### config.mk
export PLATFORM = sky130hd
export DESIGN_NAME = instr_fetch_queue
export DESIGN_NICKNAME = d
export VERILOG_FILES = /design/src/rtl/instr_fetch_queue.sv
export SDC_FILE = /design/constraint.sdc
export NUM_CORES = 1
export LEC_CHECK = 0
export ABC_AREA = 1
export CORE_ASPECT_RATIO = 0.9
export CORE_MARGIN = 4
export CORE_UTILIZATION = 52
export CTS_CLUSTER_DIAMETER = 40
export DETAILED_ROUTE_END_ITERATION = 6
export GPL_TIMING_DRIVEN = 1
export PLACE_DENSITY = 0.77
export SLEW_MARGIN = 20
export SYNTH_ARGS = -nofsm -noshare
export SYNTH_HDL_FRONTEND = slang
export SYNTH_SLANG_ARGS = --single-unit
### constraint.sdc
create_clock -name clk -period 16.7 [get_ports clk]
set_input_delay 4.175 -clock clk [delete_from_list [all_inputs] [get_ports clk]]
set_output_delay 4.175 -clock clk [all_outputs]
set_load 0.01 [all_outputs]
### src/rtl/instr_fetch_queue.sv
// instr_fetch_queue: sequential instruction fetch front end.
// Issues word-aligned fetch requests under a credit limit. Buffers in-order
// memory responses together with their PCs in a small FIFO. Presents the FIFO
// head to decode through a valid/ready handshake. A redirect flushes the FIFO
// and arranges for responses that are still in flight to be dropped.
// Optional build macro IFQ_PERF_COUNTERS_EN adds three saturating 32-bit
// counters: perf_fetched, perf_dropped and perf_stall.
module instr_fetch_queue #(
    parameter int unsigned DEPTH           = 4,
    parameter int unsigned MAX_OUTSTANDING = 2,
    parameter logic [31:0] RESET_PC        = 32'h0000_0000
) (
    input  logic        clk,
    input  logic        rst,
    output logic        imem_req,
    output logic [31:0] imem_addr,
    input  logic        imem_rvalid,
    input  logic [31:0] imem_rdata,
    input  logic        redirect,
    input  logic [31:0] redirect_pc,
    output logic        instr_valid,
    input  logic        instr_ready,
    output logic [31:0] instr,
    output logic [31:0] instr_pc
`ifdef IFQ_PERF_COUNTERS_EN
    ,
    output logic [31:0] perf_fetched,
    output logic [31:0] perf_dropped,
    output logic [31:0] perf_stall
`endif
);

    localparam int unsigned AW = $clog2(DEPTH);
    localparam int unsigned CW = $clog2(DEPTH + 1);

    typedef struct packed {
        logic [31:0] word;
        logic [31:0] pc;
    } fq_entry_t;

    fq_entry_t     mem [DEPTH];
    logic [AW-1:0] wr_ptr, rd_ptr;
    logic [CW-1:0] occ, outstanding, drop_cnt;
    logic [31:0]   fetch_pc, resp_pc;
    logic [CW:0]   credit_sum;
    logic          resp, enq, deq, issue;
    logic [31:0]   redir_base;
    logic          unused_redir_lsbs;

    // The low address bits of a redirect target are deliberately discarded.
    assign redir_base        = {redirect_pc[31:2], 2'b00};
    assign unused_redir_lsbs = ^redirect_pc[1:0];

    // A response only counts while a request is in flight. This discards
    // stragglers from before a reset.
    assign resp  = imem_rvalid && (outstanding != '0);
    assign enq   = resp && (drop_cnt == '0) && !redirect;

    // Every in-flight request holds a FIFO slot, so a response never overflows.
    assign credit_sum = {1'b0, occ} + {1'b0, outstanding};
    assign issue      = !rst && !redirect
                        && (credit_sum < (CW+1)'(DEPTH))
                        && (outstanding < CW'(MAX_OUTSTANDING));

    assign imem_req    = issue;
    assign imem_addr   = fetch_pc;
    assign instr_valid = (occ != '0) && !redirect;
    assign deq         = instr_valid && instr_ready;
    assign instr       = mem[rd_ptr].word;
    assign instr_pc    = mem[rd_ptr].pc;

    // Fetch address and the PC tagged onto the next accepted response.
    always_ff @(posedge clk or posedge rst) begin
        if (rst) begin
            fetch_pc <= RESET_PC;
            resp_pc  <= RESET_PC;
        end else if (redirect) begin
            fetch_pc <= redir_base;
            resp_pc  <= redir_base;
        end else begin
            if (issue) fetch_pc <= fetch_pc + 32'd4;
            if (enq)   resp_pc  <= resp_pc + 32'd4;
        end
    end

    // In-flight request count. On redirect, the count of wrong-path responses still to discard is also set.
    always_ff @(posedge clk or posedge rst) begin
        if (rst) begin
            outstanding <= '0;
            drop_cnt    <= '0;
        end else begin
            outstanding <= outstanding + CW'(issue) - CW'(resp);
            if (redirect)
                drop_cnt <= outstanding - CW'(resp);
            else if (resp && (drop_cnt != '0))
                drop_cnt <= drop_cnt - 1'b1;
        end
    end

    // FIFO pointers and occupancy; a redirect empties the queue.
    always_ff @(posedge clk or posedge rst) begin
        if (rst) begin
            wr_ptr <= '0;
            rd_ptr <= '0;
            occ    <= '0;
        end else if (redirect) begin
            wr_ptr <= '0;
            rd_ptr <= '0;
            occ    <= '0;
        end else begin
            if (enq) wr_ptr <= wr_ptr + 1'b1;
            if (deq) rd_ptr <= rd_ptr + 1'b1;
            occ <= occ + CW'(enq) - CW'(deq);
        end
    end

    // FIFO storage. It is cleared on reset, so the head outputs read zero out of reset.
    always_ff @(posedge clk or posedge rst) begin
        if (rst) begin
            for (int i = 0; i < DEPTH; i++) mem[i] <= '0;
        end else if (enq) begin
            mem[wr_ptr] <= '{word: imem_rdata, pc: resp_pc};
        end
    end

`ifdef IFQ_PERF_COUNTERS_EN
    // Saturating event counters for accepted words, discarded responses and decode starvation.
    always_ff @(posedge clk or posedge rst) begin
        if (rst) begin
            perf_fetched <= '0;
            perf_dropped <= '0;
            perf_stall   <= '0;
        end else begin
            if (enq && (perf_fetched != '1))
                perf_fetched <= perf_fetched + 32'd1;
            if (resp && !enq && (perf_dropped != '1))
                perf_dropped <= perf_dropped + 32'd1;
            if (instr_ready && !instr_valid && (perf_stall != '1))
                perf_stall <= perf_stall + 32'd1;
        end
    end
`endif

endmodule

==> out/qor.yml <==
die:
  dieArea_um2: 34800
  dieWidth_um: 196
  rows: 61
  fp.dieH_um: 177
  fp.coreArea_um2: 31100
  io_pins: 167
  start_util_pct: 53.2
final_layout:
  n_antenna_cell: 0
  area_growth_pct: 18.5
  layout.nets: 2400
  ff_latch_area_um2: 8040
  final.fill_count: 2667
  multi_input_comb_area_um2: 7430
  fin_area_um2: 19600
  drive_gt1_share_pct: 4.65
  utilization_pct: 63.1
power:
  p_switching_mw: 1.14
  clockPowerShare_pct: 29.5
  internal-power_mw: 2.01
  p_leak_nw: 9.97
  seq_power_share_pct: 35.4
  p_total_mw: 3.15
  power_density_nw_per_um2: 161
  switching_share_pct: 36.3
  pwr-share-comb_pct: 35.1
  ir_drop_uv: 106
route:
  routed_wl_um: 47300
  dr.first_iter.drc_count: 1501
  drc: 0
  route.vias.total: 15500
  vias_per_cell: 5.64
  routedWlPerCell_um: 17.2
  first_pass_iters: 6
  postRouteAntennaNets: 0
grt:
  grt_overflow: 0
  grt_start_max_net_pins: 153
  grt_pass1_wl_um: 77600
  grt_pass1_vias: 15200
  grtUsageTotal_pct: 27.0
  antenna_found_initial: 0
logic_synthesis:
  avgSynthCellArea_um2: 7.38
  yosys_warnings: 0
  postSynth.asyncResetShare_pct: 100
  synthTopCellsByCount: "nand2_1, o21ai_0, dfrtp_1"
  yosysSeqAreaShare_pct: 48.5
  syn-cell-area_um2: 16600
  synth_ff_type: "dfrtp_1"
  synth_seq_cells: 321
  synth.top_cell.area_share_pct: 48.5
  ys_types: 33
  synth_cells: 2246
  yosysMostFrequentCell: "nand2_1"
  synth_edf_count: 0
  synth.top_cells.by_area: "dfrtp_1, nand2_1, o21ai_0"
  synth_top_area_cell: "dfrtp_1"
critical_path:
  crit_path_top_delay_cell: "clkdlybuf4s50_1"
  path_cells: "clkdlybuf4s50_1 > inv_8 > nand3_1 > nor2_1 > buf_4 > clkdlybuf4s50_1"
  arrival_ns: 6.86
  r2r_end: "mem[163]$_DFFE_PP0P_"
  reg2regPathDepth: 11
  crit_top_cell: "clkdlybuf4s50_1"
  timing.rr.start: "drop_cnt[0]$_DFFE_PP0P_"
  critPathRequiredTime_ns: 12.52
  worstSetupPathType: "in2out"
  regToRegSetupSlack_ns: 12.90
  worstSetupStartpointType: "input pin"
  path_max_fanout: 115
  endpoint_kind: "output port"
  critical_path.max_stage_delay_ns: 0.59
cts:
  post_cts_buffers: 0
  cts_tree: "built"
  clock_sinks: 321
  worstSkewPairLatency_ns: 0.54
  htreeDepth: 2
  clk_pin_slew_ns: 0.06
  clk_path_buf_depth: 3
  ctsHoldBuffers: 0
  root_buffer: "clkbuf_16"
  numCtsBuffers: 42
  post_cts_resized: 0
status:
  status: "finished clean"
hold_path:
  hold_path.class: "reg2reg"
  min_path_cells: 2
  worst_hold_path.endpoint: "mem[81]$_DFFE_PP0P_"
  hp-start: "mem[81]$_DFFE_PP0P_"
placement:
  gp_congestion: 0.927
  portBuffers: 160
  placed_area_um2: 18200
  place_hpwl_um: 27700
sta:
  rsz0062_at_grt: "false"
  finalSetupViolations: 0
  slew_headroom_pct: 24.2
  hold-worst-slack_ns: 0.476
  final_hold_viol_count: 0
  fin_skew_ns: 0.0163
  drv_slew: 0
  fin_crit_sh_pct: 66.1
  tightest_slew_ns: 1.14
  tns_ns: 0
  post-route-min-period_ns: 11.04
  fmax_mhz: 90.6
run:
  cap_violations: 0
-- routing by layer --
| layer | GRT usage, % | up-vias | wire [µm] |
|---|---|---|---|
| met2 | 43.2 | 739 | 21700 |
| met4 | 8.23 | 0 | 1120 |
| li1 | - | 7355 | - |
| met3 | 4.06 | 96 | 4180 |
| met5 | 0 | - | 0 |
| met1 | 38.5 | 7348 | 20300 |
-- cells in the final DEF, fill, tap and decap left out, types with 19 or more instances in the layout --
cell,n
nor2_1,228
inv_1,107
o22ai_1,62
nand3_1,65
clkbuf_16,43
nand2_1,789
clkdlybuf4s50_1,160
o21ai_0,376
dfrtp_1,319
xor2_1,19
o21ai_1,38
-- critical path, delay by kind of cell --
family | cells | cell delay, ns
AND/OR/NAND/NOR | 2 | 0.58
buffers and inverters | 4 | 1.99
-- worst max path at each step --
| stage | startpoint | end | slack [ns] | depth (start not counted) |
|---|---|---|---|---|
| final | rst | imem_req | 5.66 | 6 |
| after CTS | rst | imem_req | 5.67 | 6 |
| after global routing | rst | imem_req | 5.43 | 6 |
| after floorplan | rst | imem_req | 0.47 | 4 |
| after global placement | rst | imem_req | 5.68 | 6 |
| after detailed placement | rst | imem_req | 5.67 | 6 |
-- area by class of cell --
| type | count | share of cell area (%) |
|---|---|---|
| flip-flops and latches | 321 | 40.9 |
| multi-input cells | 1652 | 37.8 |
| repair buffers | 177 | 8.84 |
| clock buffers | 53 | 5.92 |
| well taps | 409 | 2.60 |
| inverters | 118 | 2.32 |
| clock inverters | 25 | 1.60 |
-- metrics by stage --
step                std cells  setup WS, ns
CTS                      2755          5.67
detailed placement       2677          5.67
global placement         2677          5.68
finish                   2755          5.66
floorplan                2249         0.473
global route             2755          5.43
-- flip-flops by register name, indices dropped and copies added, names as in the netlist --
name and count:
imem_addr 30, occ 3, rd_ptr 2, wr_ptr 2
mem 248, drop_cnt 3, outstanding 3, resp_pc 30
-- power groups by stage --
stage / combinational, mW / sequential [mW] / clock, mW
after floorplan: 0.656 / 1.06 / 0
after global placement: 1.08 / 1.12 / 0
after detailed placement: 1.10 / 1.12 / 0
after CTS: 1.11 / 1.11 / 0.943
after global routing: 1.23 / 1.14 / 0.981
final: 1.11 / 1.12 / 0.931
-- logic make-up after synthesis --
family                     count (synthesis)  share of synthesized area [%]
and+or+nand+nor                         1102                           25.9
other                                      1                         0.0226
xor gates and xnor gates                  25                           1.32
adders and majority gates                 19                           1.52
AOI/OAI and AO/OA                        502                           15.9
buffers and inverters                    276                           6.85
DFF                                      321                           48.5
Note: power is estimated with default switching activity, not from simulation.
